### config.mk
export PLATFORM = sky130hd
export DESIGN_NAME = noise_sequencer_flat
export DESIGN_NICKNAME = d
export VERILOG_FILES = /design/src/rtl/sound_pkg.sv /design/src/rtl/noise_sequencer_if.sv /design/src/rtl/envelope_unit.sv /design/src/rtl/noise_sequencer.sv /design/src/flat_wrapper.sv
export SDC_FILE = /design/constraint.sdc
export NUM_CORES = 1
export LEC_CHECK = 0
export CAP_MARGIN = 0
export CELL_PAD_IN_SITES_DETAIL_PLACEMENT = 1
export CELL_PAD_IN_SITES_GLOBAL_PLACEMENT = 1
export CORE_MARGIN = 4
export CORE_UTILIZATION = 35
export CTS_BUF_LIST = sky130_fd_sc_hd__clkbuf_16
export CTS_CLUSTER_SIZE = 12
export DETAILED_ROUTE_END_ITERATION = 8
export HOLD_SLACK_MARGIN = 0.15
export PLACE_DENSITY = 0.81
export SLEW_MARGIN = 30
export SYNTH_ARGS = -nofsm -noshare
export SYNTH_HDL_FRONTEND = slang
export SYNTH_SLANG_ARGS = --single-unit
### constraint.sdc
create_clock -name clk -period 2 [get_ports clk]
set_input_delay 0.2 -clock clk [delete_from_list [all_inputs] [get_ports clk]]
set_output_delay 0.2 -clock clk [all_outputs]
set_load 0.02 [all_outputs]
### src/rtl/sound_pkg.sv
// Shared constants for the noise channel control path: register offsets, frame timing, volume limits.
// Latency: none (constants only).
// Backpressure: none (constants only).
package sound_pkg;

    // Register offsets on the 2-bit write address
    localparam logic [1:0] NR41 = 2'd0;
    localparam logic [1:0] NR42 = 2'd1;
    localparam logic [1:0] NR43 = 2'd2;
    localparam logic [1:0] NR44 = 2'd3;

    // 4194304 Hz system clock divided down to the 512 Hz frame sequencer
    localparam int CLK_DIV_DEFAULT = 8192;

    // Bit s set means frame step s clocks the length counter (steps 0, 2, 4, 6)
    localparam logic [7:0] LEN_STEPS = 8'b0101_0101;

    // Frame step that clocks the volume envelope
    localparam logic [2:0] ENV_STEP = 3'd7;

    // Envelope volume saturates at these limits
    localparam logic [3:0] VOL_MIN = 4'd0;
    localparam logic [3:0] VOL_MAX = 4'd15;

    // Envelope timer reload value; a period of 0 loads 8 on trigger
    function automatic logic [3:0] envReload(input logic [2:0] period);
        return (period == 3'd0) ? 4'd8 : {1'b0, period};
    endfunction

endpackage

### src/rtl/noise_sequencer_if.sv
// CPU-facing byte write port into the noise channel register file.
// Latency: none (wires only).
// Backpressure: none; every strobed write is accepted.
interface noise_sequencer_if;

    logic       wr_en;
    logic [1:0] wr_addr;
    logic [7:0] wr_data;

    modport master (output wr_en, output wr_addr, output wr_data);
    modport slave  (input  wr_en, input  wr_addr, input  wr_data);

endinterface

### src/rtl/envelope_unit.sv
// Volume envelope: loads start volume on trigger, steps it up/down on envelope ticks, saturating.
// Latency: trigger or envelope tick -> volume, 1 cycle.
// Backpressure: none; every trigger and tick is consumed on the cycle it arrives.
module envelope_unit
    import sound_pkg::*;
(
    input  logic       clk,
    input  logic       reset,
    input  logic       trigger,
    input  logic       step7Tick,
    input  logic [3:0] startVol,
    input  logic       envAdd,
    input  logic [2:0] envPeriod,
    output logic [3:0] volume
);

    logic [3:0] envTimer;
    logic       envActive;
    logic       envStep;
    logic       atLimit;

    // An envelope tick only counts when a period is programmed and the envelope is still running
    assign envStep = step7Tick && (envPeriod != 3'd0) && envActive;

    // Volume cannot move further in the programmed direction
    assign atLimit = envAdd ? (volume == VOL_MAX) : (volume == VOL_MIN);

    // Trigger reload takes priority over an envelope step landing on the same edge
    always_ff @(posedge clk) begin
        if (reset) begin
            volume    <= 4'd0;
            envTimer  <= 4'd0;
            envActive <= 1'b0;
        end else if (trigger) begin
            volume    <= startVol;
            envTimer  <= envReload(envPeriod);
            envActive <= 1'b1;
        end else if (envStep) begin
            if (envTimer > 4'd1) begin
                envTimer <= envTimer - 4'd1;
            end else begin
                envTimer <= {1'b0, envPeriod};
                if (atLimit) begin
                    envActive <= 1'b0;
                end else if (envAdd) begin
                    volume <= volume + 4'd1;
                end else begin
                    volume <= volume - 4'd1;
                end
            end
        end
    end

endmodule

### src/rtl/noise_sequencer.sv
// Noise channel control: NR41-NR44 register file, 512 Hz frame sequencer, length strobe, envelope.
// Latency: write -> field/trigger/volume 1 cycle; frame tick -> len_clk 1 cycle.
// Backpressure: none; writes are accepted every cycle, ticks never stall.
module noise_sequencer
    import sound_pkg::*;
#(
    parameter int CLK_DIV = CLK_DIV_DEFAULT,
    parameter int DIV_W   = 13
) (
    input  logic               clk,
    input  logic               reset,
    noise_sequencer_if.slave   wrBus,
    output logic [5:0]         len_load,
    output logic [3:0]         start_vol,
    output logic               env_add,
    output logic [2:0]         env_period,
    output logic [3:0]         clk_shift,
    output logic               width_mode,
    output logic [2:0]         divisor,
    output logic               len_enable,
    output logic               trigger,
    output logic               len_clk,
    output logic [3:0]         volume,
    output logic [2:0]         frame_step
);

    logic [DIV_W-1:0] divCnt;
    logic             tick;
    logic             wrNr41;
    logic             wrNr42;
    logic             wrNr43;
    logic             wrNr44;
    logic             trigEvt;
    logic             step7Tick;

    // Tick on the last count of each divider period
    assign tick = (divCnt == DIV_W'(CLK_DIV - 1));

    // Register write decode; a trigger is an NR44 write with bit 7 set
    always_comb begin
        wrNr41  = wrBus.wr_en && (wrBus.wr_addr == NR41);
        wrNr42  = wrBus.wr_en && (wrBus.wr_addr == NR42);
        wrNr43  = wrBus.wr_en && (wrBus.wr_addr == NR43);
        wrNr44  = wrBus.wr_en && (wrBus.wr_addr == NR44);
        trigEvt = wrNr44 && wrBus.wr_data[7];
    end

    // Free-running divider from system clock down to the frame-sequencer rate
    always_ff @(posedge clk) begin
        if (reset) begin
            divCnt <= '0;
        end else if (tick) begin
            divCnt <= '0;
        end else begin
            divCnt <= divCnt + DIV_W'(1);
        end
    end

    // Execute the pending frame step on each tick; even steps strobe the length counter next cycle
    always_ff @(posedge clk) begin
        if (reset) begin
            frame_step <= 3'd0;
            len_clk    <= 1'b0;
        end else begin
            len_clk <= tick && LEN_STEPS[frame_step];
            if (tick) begin
                frame_step <= frame_step + 3'd1;
            end
        end
    end

    // Register file; unused bits of NR41/NR44 and the NR44 trigger bit are not stored
    always_ff @(posedge clk) begin
        if (reset) begin
            len_load   <= 6'd0;
            start_vol  <= 4'd0;
            env_add    <= 1'b0;
            env_period <= 3'd0;
            clk_shift  <= 4'd0;
            width_mode <= 1'b0;
            divisor    <= 3'd0;
            len_enable <= 1'b0;
        end else begin
            if (wrNr41) begin
                len_load <= wrBus.wr_data[5:0];
            end
            if (wrNr42) begin
                start_vol  <= wrBus.wr_data[7:4];
                env_add    <= wrBus.wr_data[3];
                env_period <= wrBus.wr_data[2:0];
            end
            if (wrNr43) begin
                clk_shift  <= wrBus.wr_data[7:4];
                width_mode <= wrBus.wr_data[3];
                divisor    <= wrBus.wr_data[2:0];
            end
            if (wrNr44) begin
                len_enable <= wrBus.wr_data[6];
            end
        end
    end

    // One-cycle trigger pulse following each triggering NR44 write
    always_ff @(posedge clk) begin
        if (reset) begin
            trigger <= 1'b0;
        end else begin
            trigger <= trigEvt;
        end
    end

    // Envelope is clocked by the tick that executes the envelope step
    assign step7Tick = tick && (frame_step == ENV_STEP);

    envelope_unit u_envelope (
        .clk       (clk),
        .reset     (reset),
        .trigger   (trigEvt),
        .step7Tick (step7Tick),
        .startVol  (start_vol),
        .envAdd    (env_add),
        .envPeriod (env_period),
        .volume    (volume)
    );

endmodule

### src/flat_wrapper.sv
// flat-port wrapper written by rule: the top's interface ports become plain ports
module noise_sequencer_flat import sound_pkg::*;
#(
    parameter int CLK_DIV = CLK_DIV_DEFAULT,
    parameter int DIV_W   = 13
)
  (clk, reset, len_load, start_vol, env_add, env_period, clk_shift, width_mode, divisor, len_enable, trigger, len_clk, volume, frame_step, wrBus_wr_en, wrBus_wr_addr, wrBus_wr_data);
  noise_sequencer_if wrBus_i ();
  input  logic clk;
  input  logic reset;
  output logic [5:0] len_load;
  output logic [3:0] start_vol;
  output logic env_add;
  output logic [2:0] env_period;
  output logic [3:0] clk_shift;
  output logic width_mode;
  output logic [2:0] divisor;
  output logic len_enable;
  output logic trigger;
  output logic len_clk;
  output logic [3:0] volume;
  output logic [2:0] frame_step;
  input wire logic [$bits(wrBus_i.wr_en)-1:0] wrBus_wr_en;
  input wire logic [$bits(wrBus_i.wr_addr)-1:0] wrBus_wr_addr;
  input wire logic [$bits(wrBus_i.wr_data)-1:0] wrBus_wr_data;
  assign wrBus_i.wr_en = wrBus_wr_en;
  assign wrBus_i.wr_addr = wrBus_wr_addr;
  assign wrBus_i.wr_data = wrBus_wr_data;
  noise_sequencer #(.CLK_DIV(CLK_DIV), .DIV_W(DIV_W)) u_core (.clk(clk), .reset(reset), .wrBus(wrBus_i), .len_load(len_load), .start_vol(start_vol), .env_add(env_add), .env_period(env_period), .clk_shift(clk_shift), .width_mode(width_mode), .divisor(divisor), .len_enable(len_enable), .trigger(trigger), .len_clk(len_clk), .volume(volume), .frame_step(frame_step));
endmodule
==> summary.txt, run 1 <==
Floorplan
  – DIE AREA: slightly below 8000 um^2
  – Std cell rows: 29
  – Core ar.: ~6300 um^2
  – Initial core utilization: 0.3599
  – Io pins: 45
  – Die Wd: 88.57 um
  – Die Height: roughly 89 um

Critical path
  – CP arrival: approximately 2.3 ns
  – CP Capture Point: u_core.u_envelope.volume[2]$_SDFFE_PP0P_
  – Worst EP required: around 2.2 ns
  – CP endpoint kind: flop
  – Worst Setup SP: u_core.frame_step[0]$_SDFFE_PP0N_
  – Slowest cell delay on critical path: approximately 0.46 ns
  – Worst path slowest cell: or4_4
  – Reg2reg start: u_core.frame_step[0]$_SDFFE_PP0N_
  – Crit path max-delay family: simple AND/OR/NAND/NOR gates
  – Levels on crit path: 7
  – Reg-to-Reg End: u_core.u_envelope.volume[2]$_SDFFE_PP0P_
  – Worst setup SP type: flop
  – Critical-path cell list: ha_4, ha_4, nand4_1, or4_4, or4_4, a211o_1, nand2_1
  – Crit Path Max Fanout: 3
  – Worst-case reg-to-reg path depth: 7
  – Critical path class: flop to flop
  – Reg2reg setup slack: -0.07 ns
  – Number of buffer and inverter stages on the critical path: 0

Global routing
  – Initial antenna violation count: 0
  – Gr usage total: 0.1926
  – Largest net degree at the start of global routing: 44
  – First-pass GRT wire length: roughly 12000 um
  – Vias in the first global route: about 2.3k
  – Overflow left after global routing: 0

Timing
  – Final period utilization: 1.037
  – Max_slew headroom: 0.4923
  – Min Tclk post-route: around 2.1 ns
  – Max-slew violations: 0
  – Layout Skew: about 0.0035 ns
  – Final Hold Fails: 0
  – Unrepaired setup endpoints after global routing: yes
  – Worst-Margin Slew: roughly 0.76 ns
  – Endpoints failing setup: 5
  – Final WS setup: -0.07432 ns
  – Fmax: 482.1 MHz

Pwr
  – Leak Pwr: between 1 and 1.5 nW
  – Ratio of total power to cell area: 741.0 nW/um^2
  – Max VDD drop: approximately 0.44 mV

Route
  – DRT Pass-1 Iters: 4
  – Initial DRC count: 80
  – Post-route ant nets: 0
  – DRT Wirelength: 7021 um
  – Routed vias: between 2k and 2.5k
  – DRC viols: 0
  – Vias/cell: 5.256
  – Routed len/inst: 18.00 um

Placed design
  – RePlAce Congestion: around 0.86
  – Dpl hpwl: 4785 um
  – Post-DP Area: around 3000 um^2
  – Post-placement cell count: about 380
  – Post-place setup slack: -0.06439 ns
  – Port Buffers: 44

Clock tree
  – CTS Buf Count: 5
  – H-tree level count: 2
  – Clock Path Buffers: 2
  – CTS tree: built
  – Clk pin slew, worst setup/hold paths: about 0.070 ns
  – Root Driver: clkbuf_16
  – Clock Latency Late Sink: 0.29 ns
  – Clock sink total: roughly 50
  – CTS Hold Bufs: 0

Synthesis
  – Synth top cells by count: 51 x dfxtp_1, 47 x nor2_1, 27 x mux2i_1, 12 x nand3_1, 10 x clkbuf_1
  – Post-Syn Area: 2272 um^2
  – Mapped Cells: between 200 and 250
  – Async set-reset flop share out of synthesis: 0
  – Count of flip-flops with a built-in enable after synthesis: 0
  – Dominant cells by area after synthesis: dfxtp_1 45%, mux2i_1 12%, nor2_1 7.8%
  – Register bit total from synthesis: 51
  – YS warnings: 0
  – Post-synthesis area per instance: slightly above 9 um^2
  – Most frequent cell after synthesis: dfxtp_1
  – Top_reg_cell synth: dfxtp_1
  – Synth top area share: 0.4493
  – Syn Nets: between 200 and 300
  – Yosys top cell by area: dfxtp_1
  – Sequential fraction of the synthesis area: 0.4493
  – Netlist cell types: 41

Hold path
  – Worst Hold Class: flop to flop

Layout
  – Layout Cells excl Fill: between 300 and 400
  – Final Cell Area: between 3000 and 4000 um^2
  – Area grow syn2layout: 43.50%
  – Final Core Density: 0.5164
  – Fin nets: 333
  – Ant. Diodes: 0
  – Share of post-route cells with drive strength above 1: 0.1725

Run status
  – Violated checks: negative setup slack
  – Status: complete, but fails checks

Job
  – Max Cap Viol: 0
## sequential cells by signal, summed over array words and instances, names as in the netlist, named ones only
signal,flops
u_core.clk_shift,4
u_core.divCnt,13
u_core.divisor,3
u_core.env_add,1
u_core.env_period,3
u_core.frame_step,3
u_core.len_clk,1
u_core.len_enable,1
u_core.len_load,6
u_core.start_vol,4
u_core.trigger,1
u_core.u_envelope.envActive,1
u_core.u_envelope.envTimer,4
u_core.u_envelope.volume,4
u_core.width_mode,1
## layer usage
layer / GRT usage / vias up / routed length (um)
met5: 0 / - / 0
met4: 0.06731 / 0 / 193
met3: 0.03538 / 17 / 231
met2: 0.3385 / 45 / 3651
met1: 0.2356 / 1000 / 2944
li1: - / 988 / -
## worst min-delay path by stage
stage                                      startpoint                          endpoint  cells after the start
after floorplan                      wrBus_wr_data[4]  u_core.clk_shift[0]$_SDFFE_PP0P_                      2
after global placement    u_core.divCnt[0]$_SDFF_PP0_       u_core.divCnt[0]$_SDFF_PP0_                      1
after detailed placement  u_core.divCnt[0]$_SDFF_PP0_       u_core.divCnt[0]$_SDFF_PP0_                      1
after CTS                                        flop         u_core.len_clk$_SDFF_PP0_                      1
after global routing      u_core.divCnt[0]$_SDFF_PP0_       u_core.divCnt[0]$_SDFF_PP0_                      1
final                     u_core.divCnt[0]$_SDFF_PP0_       u_core.divCnt[0]$_SDFF_PP0_                      1
## cell type report
cell class | count | area [um^2]
clock buffer | 5 | 125.1
inverter | 6 | 22.52
multi-input combinational | 175 | 1252
clock inverter | 3 | 63.81
tap | 77 | 96.34
sequential | 51 | 1030
timing repair buffer | 73 | 670.6
fill | 741 | 3053
## placed cells by master (no fill, tap or decap), types with 2 or more instances in the layout
cell type	netlist	layout
or2_2	2	2
nand4b_1	2	2
xnor2_1	9	9
bufinv_16	0	2
a31oi_1	2	2
clkdlybuf4s50_1	0	44
dfxtp_4	0	2
buf_4	0	28
nand3_1	12	12
dfxtp_1	51	48
clkbuf_16	0	5
mux2i_1	27	27
nor3_1	5	5
xor2_1	5	5
inv_1	6	7
nand4_1	3	3
nor2_1	47	47
a21oi_1	5	5
a21o_1	2	2
or4_4	1	3
ha_1	7	4
a211oi_1	3	3
or3_1	4	3
or4_1	4	2
o21ai_0	6	5
ha_4	0	2
nand3b_1	2	2
nand2_1	9	9
## repair_timing
action / CTS / global route
endpoints found under the setup margin: 3 / 23
pin swaps: 3 / 3
setup buffers: 1 / 0
gates resized for setup: 5 / 6
gates cloned: 0 / 0
## power by group
group	switching, W	leakage, nW	internal (W)
sequential	0.0000208	0.415	0.00104
clock	0.000380	0.0952	0.000713
combinational	0.000141	0.852	0.000122
## cells by family after synthesis
kind of cell / Yosys count / synth area share
buffers and inverters: 17 / 0.02863
and+or+nand+nor: 100 / 0.2258
xor gates and xnor gates: 14 / 0.05397
muxes: 27 / 0.1189
DFF: 51 / 0.4493
adders and majority gates: 8 / 0.04736
AOI/OAI and AO/OA: 26 / 0.07599
## metrics by stage
| step | hold WS [ns] | TNS (ns) | power (W) |
|---|---|---|---|
| after detailed placement | 0.4595 | -0.1327 | 0.001332 |
| after global placement | 0.4300 | 0 | 0.001319 |
| after CTS | 0.4839 | -0.1252 | 0.002428 |
| final | 0.4476 | -0.2441 | 0.002416 |
| after global routing | 0.4624 | -0.8595 | 0.002503 |
| after floorplan | 0.3439 | 0 | 0.001206 |
No activity file was read; power rests on OpenSTA's default activity.
==> inputs of run 2 (changes only) <==
- CAP_MARGIN: 0 -> 20
==> results of run 2 <==
Same layout as run 1: the final DEF is identical, and so are final timing and power.
